[config.mk]
export PLATFORM = sky130hd
export DESIGN_NAME = aud_ctrl_multislot
export DESIGN_NICKNAME = d
export VERILOG_FILES = /design/src/rtl/aud_ctrl_pkg.sv /design/src/rtl/key_release_det.sv /design/src/rtl/aud_ctrl_multislot.sv
export SDC_FILE = /design/constraint.sdc
export NUM_CORES = 1
export LEC_CHECK = 0
export CAP_MARGIN = 0
export CORE_MARGIN = 2
export CORE_UTILIZATION = 30
export DETAILED_ROUTE_END_ITERATION = 7
export GPL_TIMING_DRIVEN = 0
export SYNTH_ARGS = -nofsm -noshare
export SYNTH_HDL_FRONTEND = slang
export SYNTH_SLANG_ARGS = --single-unit
[constraint.sdc]
create_clock -name i_clk -period 6 [get_ports i_clk]
set_clock_uncertainty 0.05 [all_clocks]
set_input_delay 1.2 -clock i_clk [delete_from_list [all_inputs] [get_ports i_clk]]
set_output_delay 1.2 -clock i_clk [all_outputs]
set_load 0.03 [all_outputs]
[src/rtl/aud_ctrl_pkg.sv]
// Shared types and constants for the multi-slot audio record/playback controller.
package aud_ctrl_pkg;

   typedef enum logic [2:0] {
      S_INIT       = 3'd0,
      S_READY      = 3'd1,
      S_REC        = 3'd2,
      S_REC_PAUSE  = 3'd3,
      S_PLAY       = 3'd4,
      S_PLAY_PAUSE = 3'd5
   } state_t;

   typedef enum logic [1:0] {
      MODE_NORMAL     = 2'b00,
      MODE_FAST       = 2'b01,
      MODE_SLOW_CONST = 2'b10,
      MODE_SLOW_LIN   = 2'b11
   } mode_t;

   localparam int unsigned N_KEYS   = 3;
   localparam int unsigned KEY_REC  = 0;
   localparam int unsigned KEY_PLAY = 1;
   localparam int unsigned KEY_STOP = 2;

endpackage

[src/rtl/key_release_det.sv]
// Per-key 2-flop synchroniser followed by a one-cycle release-edge (low->high) detector.
module key_release_det #(
   parameter int W = 3
) (
   input  logic         clk,
   input  logic         rst,
   input  logic [W-1:0] key_n,
   output logic [W-1:0] release_ev
);

   logic [W-1:0] sync1;
   logic [W-1:0] sync2;
   logic [W-1:0] prev;

   // Keys are active-low, so '1 means "released, nothing pending".
   always_ff @(posedge clk or posedge rst) begin
      if (rst) begin
         sync1 <= '1;
         sync2 <= '1;
         prev  <= '1;
      end else begin
         sync1 <= key_n;
         sync2 <= sync1;
         prev  <= sync2;
      end
   end

   assign release_ev = sync2 & ~prev;

endmodule

[src/rtl/aud_ctrl_multislot.sv]
// Multi-slot record/playback controller: key events -> recorder/AudDSP command pulses,
// per-slot length table and slot address generation.
module aud_ctrl_multislot
   import aud_ctrl_pkg::*;
#(
   parameter int ADDR_W  = 20,
   parameter int N_SLOTS = 4,
   parameter int SLOT_W  = $clog2(N_SLOTS),
   parameter int SPEED_W = 4
) (
   input  logic                      i_clk,
   input  logic                      i_rst,
   input  logic                      i_init_done,
   input  logic [2:0]                i_key,
   input  logic [SLOT_W-1:0]         i_slot,
   input  logic [SPEED_W-1:0]        i_speed,
   input  logic [1:0]                i_mode,
   input  logic [ADDR_W-SLOT_W-1:0]  i_rec_offset,
   input  logic                      i_play_end,
   output logic                      o_rec_start,
   output logic                      o_rec_pause,
   output logic                      o_rec_stop,
   output logic                      o_play_start,
   output logic                      o_play_pause,
   output logic                      o_play_stop,
   output logic                      o_play_en,
   output logic                      o_sram_we,
   output logic [ADDR_W-1:0]         o_base_addr,
   output logic [ADDR_W-1:0]         o_end_addr,
   output logic [SPEED_W-1:0]        o_speed,
   output logic [1:0]                o_mode,
   output logic [N_SLOTS-1:0]        o_slot_valid,
   output logic [2:0]                o_state
);

   localparam int OFF_W = ADDR_W - SLOT_W;

   logic [N_KEYS-1:0] ev;
   logic              k_stop, k_play, k_rec, rec_full;
   state_t            state_q, state_n;
   mode_t             mode_q;
   logic [SLOT_W-1:0] slot_q;
   logic [OFF_W-1:0]  len_q [N_SLOTS];
   logic [ADDR_W-1:0] slot_base;
   logic rec_start_n, rec_pause_n, rec_stop_n, play_start_n, play_pause_n, play_stop_n;
   logic latch_n, store_n;

   key_release_det #(.W(N_KEYS)) u_keys (
      .clk        (i_clk),
      .rst        (i_rst),
      .key_n      (i_key),
      .release_ev (ev)
   );

   assign k_stop   = ev[KEY_STOP];
   assign k_play   = ev[KEY_PLAY] & ~ev[KEY_STOP];
   assign k_rec    = ev[KEY_REC] & ~ev[KEY_PLAY] & ~ev[KEY_STOP];
   assign rec_full = &i_rec_offset;

   always_comb begin
      state_n      = state_q;
      rec_start_n  = 1'b0;
      rec_pause_n  = 1'b0;
      rec_stop_n   = 1'b0;
      play_start_n = 1'b0;
      play_pause_n = 1'b0;
      play_stop_n  = 1'b0;
      latch_n      = 1'b0;
      store_n      = 1'b0;
      case (state_q)
         S_INIT:
            if (i_init_done) state_n = S_READY;
         S_READY:
            if (k_rec) begin
               state_n = S_REC;  rec_start_n = 1'b1;
            end else if (k_play && o_slot_valid[slot_q]) begin
               state_n = S_PLAY; play_start_n = 1'b1; latch_n = 1'b1;
            end
         S_REC:
            if (k_stop || rec_full) begin
               state_n = S_READY; rec_stop_n = 1'b1; store_n = 1'b1;
            end else if (k_rec) begin
               state_n = S_REC_PAUSE; rec_pause_n = 1'b1;
            end
         S_REC_PAUSE:
            if (k_stop) begin
               state_n = S_READY; rec_stop_n = 1'b1; store_n = 1'b1;
            end else if (k_rec) begin
               state_n = S_REC; rec_start_n = 1'b1;
            end
         S_PLAY:
            if (i_play_end || k_stop) begin
               state_n = S_READY; play_stop_n = 1'b1;
            end else if (k_play) begin
               state_n = S_PLAY_PAUSE; play_pause_n = 1'b1;
            end
         S_PLAY_PAUSE:
            if (k_stop) begin
               state_n = S_READY; play_stop_n = 1'b1;
            end else if (k_play) begin
               state_n = S_PLAY; play_start_n = 1'b1; latch_n = 1'b1;
            end
         default:
            state_n = S_READY;
      endcase
   end

   assign slot_base = ADDR_W'(slot_q) << OFF_W;

   always_ff @(posedge i_clk or posedge i_rst) begin
      if (i_rst) begin
         state_q      <= S_INIT;
         o_rec_start  <= 1'b0;
         o_rec_pause  <= 1'b0;
         o_rec_stop   <= 1'b0;
         o_play_start <= 1'b0;
         o_play_pause <= 1'b0;
         o_play_stop  <= 1'b0;
         o_play_en    <= 1'b0;
         slot_q       <= '0;
         o_slot_valid <= '0;
         o_base_addr  <= '0;
         o_end_addr   <= '0;
         o_speed      <= SPEED_W'(1);
         mode_q       <= MODE_NORMAL;
         for (int unsigned i = 0; i < N_SLOTS; i++) len_q[i] <= '0;
      end else begin
         state_q      <= state_n;
         o_rec_start  <= rec_start_n;
         o_rec_pause  <= rec_pause_n;
         o_rec_stop   <= rec_stop_n;
         o_play_start <= play_start_n;
         o_play_pause <= play_pause_n;
         o_play_stop  <= play_stop_n;
         o_play_en    <= (state_n == S_PLAY);
         // Only track i_slot while staying idle, so the slot checked for playback is the one used.
         if (state_q == S_READY && state_n == S_READY) slot_q <= i_slot;
         if (latch_n) begin
            o_speed <= (i_speed == '0) ? SPEED_W'(1) : i_speed;
            mode_q  <= mode_t'(i_mode);
         end
         if (store_n) begin
            len_q[slot_q]        <= i_rec_offset;
            o_slot_valid[slot_q] <= (i_rec_offset != '0);
         end
         o_base_addr <= slot_base;
         o_end_addr  <= slot_base + ADDR_W'(len_q[slot_q]);
      end
   end

   assign o_sram_we = (state_q == S_REC);
   assign o_mode    = mode_q;
   assign o_state   = state_q;

endmodule

# Word-level counts from Yosys, hierarchy flattened
# Cells that the tools add are included.
# op_classes
addsub	1
magnitude_cmp	4
eq_ne	7
mux	41
n_bitwise	8
n_reduce_logical	10
# op_table
cell	n
72-bit bitwise mux	1
18-bit 2-to-1 mux	3
18-bit binary-select mux with 2-bit select	1
18-bit demux with 2-bit select	1
3-bit 2-to-1 mux	11
20-bit by 18-bit adder with 20-bit output	1
3-bit one-hot mux with 6 select lines	1
18-bit AND reduction	1
18-bit nonzero test	1
1-bit 2-to-1 mux	15
3-bit == test, second input constant	3
1-bit one-hot mux with 2 select lines	4
3-bit by 1-bit == test with 1-bit output, second input constant	2
3-bit by 2-bit == test with 1-bit output, second input constant	2
4-bit bitwise mux	1
1-bit logical AND	4
4-bit zero test	1
4-bit 2-to-1 mux	1
1-bit bitwise AND	3
3-bit bitwise AND	1
3-bit >= comparator, second input constant	1
3-bit zero test	1
2-bit by 3-bit less-than comparator with 1-bit output, second input constant	1
3-bit by 1-bit less-than comparator with 1-bit output, second input constant	1
other kinds (7)	9
# totals
register_bits	125
in_bits	33
output_inout_bits	61
word_cells	92

# Depth between registers and ports, before layout
# depth
depth_word	10
ltp_mapped	7
ltp_nobuf	4

# By module
# A second synthesis with hierarchy kept.
# unflattened
hier_cells	338
hier_area_um2	5412.7
# modules_own_cells
mod	n_inst	cells_each	area_each_um2
aud_ctrl_multislot	1	325	5131.2
key_release_det	1	13	281.5

# Worst setup path before layout
# OpenSTA, ideal clock, no wires.
# synth_path
path_type	input-to-reg
from	input port i_rec_offset[13]
to	register len_q[0] (netlist name)
setup_ns	0.125
t_arrival_ns	2.516
required_ns	5.825
slack_ns	3.309
cell_stages	5
path_buffers	1
path_cell_list	nand4_1 -> nor3_4 -> a31oi_4 -> buf_6 -> mux2_4
# synth_via
elab_chain_len	4
# synth_lines
element	line	source
start: declaration	aud_ctrl_multislot.sv:18	input logic [ADDR_W-SLOT_W-1:0] i_rec_offset,
18-bit AND reduction	aud_ctrl_multislot.sv:58	assign rec_full = &i_rec_offset;
1-bit logical OR	aud_ctrl_multislot.sv:80	if (k_stop || rec_full) begin
1-bit 2-to-1 mux	aud_ctrl_multislot.sv:80	
1-bit one-hot mux with 2 select lines	aud_ctrl_multislot.sv:70	case (state_q)
end signal: indexed assignment	aud_ctrl_multislot.sv:143	len_q[slot_q] <= i_rec_offset;
end: declaration	aud_ctrl_multislot.sv:43	logic [OFF_W-1:0] len_q [N_SLOTS];
# No other way between the ends.
# A chain may end at the register's enable or synchronous reset.

# Worst setup path after layout
# layout_path
from	register state_q[0], in the netlist o_state[0]
to	output port o_sram_we
# layout_via
elab_chain_len	1
# layout_lines
element	line	source
start: declaration	aud_ctrl_multislot.sv:40	state_t state_q, state_n;
start signal: assignment	aud_ctrl_multislot.sv:128	state_q <= state_n;
3-bit by 2-bit == test with 1-bit output	aud_ctrl_multislot.sv:151	assign o_sram_we = (state_q == S_REC);
end: declaration	aud_ctrl_multislot.sv:27	output logic o_sram_we,
# No other way between the ends.

==> run_results.csv <==
group,metric,value,unit
yosys,synth_common_cells,"dfrtp_1 (113), mux2_2 (43), mux2_4 (40)",
worst_hold_path,hp-class,"flop to flop",
drt,vias_per_cell,4.53,
global_routing,use_met3,0.0454,
critical_path,endpoint_kind,"output pin",
final_layout,n_antenna_cell,0,
floorplan,die_y,138,um
timing,tns,0,ns
timing,setup_violations,0,
global_routing,use_met2,0.205,
critical_path,cp.arrival,2.28,ns
final_layout,syn2layout_area_growth,32.4,%
clock_tree,cts_resized,0,
critical_path,startpoint_type,"flop",
floorplan,num_io_pins,94,
floorplan,start_util,0.303,
yosys,synth_edf_count,0,
yosys,synth_top_cells_by_area,"dfrtp_1 (52%), mux2_4 (11%), mux2_2 (9.0%), mux4_2 (7.9%), dfstp_2 (4.9%)",
final_layout,drive_above_1_share,0.406,
yosys,yosysWarnings,0,
yosys,syn_inst,336,
clock_tree,clkSinkCount,123,
drt,wl_per_cell,16.7,um
clock_tree,postCtsSetupBuffers,0,
pwr,power.density,537,nW/um^2
final_layout,fillers,1635,
final_layout,multi_input_area,2110,sq um
yosys,synth.avg_cell_area,16.1,sq um
timing,max_freq,0.283,GHz
final_layout,nets,481,
floorplan,num_rows,49,
critical_path,crit_chain,"clkbuf_1, or3b_1, buf_6, inv_1, clkdlybuf4s50_1",
timing,slew_viol_final,0,
timing,rsz0062_at_grt,"false",
global_routing,grt_pass1_wl,19.1,mm
clock_tree,cts_htree_levels,4,
drt,post-route-drc-count,0,
global_routing,grt_usage,0.130,
drt,first_iter_violations,94,
yosys,yosysSeqAreaShare,0.572,
clock_tree,cts_hold_buf,0,
run,max_cap_viol_count,0,
yosys,yosys_most_used_dff,"dfrtp_1",
global_routing,overflow,0,
critical_path,critPathRequiredTime,4.75,ns
global_routing,grt_max_degree,83,
yosys,ys_types,44,
final_layout,regArea,3090,sq um
clock_tree,insertion_delay,0.41,ns
place,gp_congestion,0.787,
timing,fin_crit_sh,0.588,
floorplan,die_x,138,um
drt,routed_wl,11.5,mm
place,io_buffers,75,
critical_path,crit_path_max_fanout,9,
timing,final_hold_viol_count,0,
global_routing,grt_pass1_vias,3442,
drt,num_vias,3126,
yosys,netlist.area_leader.share,0.523,
floorplan,dieArea,19100,sq um
yosys,synth_area,5410,sq um
clock_tree,clockBufferDepth,2,
yosys,synth_most_common_cell,"dfrtp_1",
pwr,irDropWorstVdd,0.000235,V
global_routing,antenna_found_initial,0,
critical_path,critical_path.max_stage_delay,0.68,ns
run_status,status,"finished clean",
yosys,ys_async_sr_fraction,1.00,
global_routing,grt.met1_usage,0.169,
critical_path,crit_path_top_delay_cell,"clkdlybuf4s50_1",
pwr,total_power,3840,uW
timing,max_slew_margin,0.460,
drt,ant_nets,0,
clock_tree,cts_made_buffers,17,
yosys,yosysTopAreaCell,"dfrtp_1",
critical_path,critPathKind,"flop to output pin",
clock_tree,cts_tree,"yes",
timing,period_minus_slack,3.53,ns
pwr,p_leak,0.00324,uW
clock_tree,root_buffer,"clkbuf_16",
place,dp_hpwl,7.80,mm
timing,tightest_slew,0.811,ns
drt,detail_route.first_pass.iterations,4,
global_routing,grt_busiest_layer,"met2",
floorplan,coreArea,17800,sq um
yosys,ys_ff_latch,123,
clock_tree,clk_pin_slew,0.05,ns
==> kinds of logic after synthesis <==
group | synth area share
and+or+nand+nor | 0.0586
other | 0.000694
AOI/OAI and AO/OA | 0.0359
muxes | 0.284
DFF | 0.572
buffers and inverters | 0.0495
==> critical path: cells and delay by family (launching register included) <==
kind	cells	cell delay (ns)
flops	1	0.37
simple gates	1	0.40
buf+inv	4	1.11
==> layout make-up <==
| cell class | count | area share |
|---|---|---|
| Buffer | 33 | 0.0343 |
| Clock inverter | 13 | 0.0229 |
| Multi-Input combinational cell | 191 | 0.295 |
| Clock buffer | 19 | 0.0633 |
| Sequential cell | 123 | 0.432 |
| Tap cell | 229 | 0.0400 |
| Timing Repair Buffer | 76 | 0.109 |
| Inverter | 6 | 0.00385 |
==> placed cells by master, fill, tap and decap left out, types with 5 or more instances in the layout <==
master	instances
dfstp_2	10
nand2b_1	5
conb_1	18
dfrtp_1	113
mux4_2	19
inv_1	5
nor2_1	9
inv_6	5
clkbuf_16	17
buf_4	21
clkdlybuf4s50_1	75
mux2_2	43
mux2_4	40
buf_6	5
==> worst paths after layout <==
path	to	slack, ns	depth (start not counted)	from
worst max-delay path	o_sram_we	2.47	5	o_state[0]$_DFF_PP0_
worst min-delay path	u_keys.sync2[2]$_DFF_PP1_	0.30	0	u_keys.sync1[2]$_DFF_PP1_
worst max register to register	o_end_addr[13]$_DFF_PP0_	3.58	3	slot_q[1]$_DFFE_PP0P_
worst min register to register	u_keys.sync2[2]$_DFF_PP1_	0.30	0	u_keys.sync1[2]$_DFF_PP1_
max in group asynchronous	o_slot_valid[1]$_DFFE_PP0P_	4.05	3	i_rst
min in group asynchronous	o_end_addr[0]$_DFF_PP0_	1.13	2	i_rst
==> through the flow <==
stage / area (sq um) / setup WS (ns) / hold WS [ns] / utilization / instances
floorplan: 5470 / 1.50 / 0.295 / - / 353
global placement: 6510 / -0.207 / 0.298 / 0.365 / 657
detailed placement: 6540 / 2.32 / 0.297 / 0.367 / 658
CTS: 7160 / 2.46 / 0.303 / 0.401 / 690
global route: 7160 / 2.38 / 0.312 / 0.401 / 690
finish: 7160 / 2.47 / 0.304 / 0.401 / 690
==> sequential cells by signal (all words and copies together), names as in the netlist, 3 cells and up <==
signal / cells
o_slot_valid: 4
u_keys.sync2: 3
o_end_addr: 19
len_q: 72
o_speed: 4
u_keys.sync1: 3
u_keys.prev: 3
o_state: 3
==> report_power, final <==
part,internal (uW),switching [uW],total [uW]
registers,1190,188,1380
logic,766,633,1400
clock network,678,383,1060
total,2640,1200,3840
==> metal layers <==
layer / vias up / routed length, um
met1: 1617 / 5350
met3: 13 / 505
met4: 0 / 144
met2: 73 / 5540
li1: 1423 / -
met5: - / 0
No activity file was read; power rests on OpenSTA's default activity.
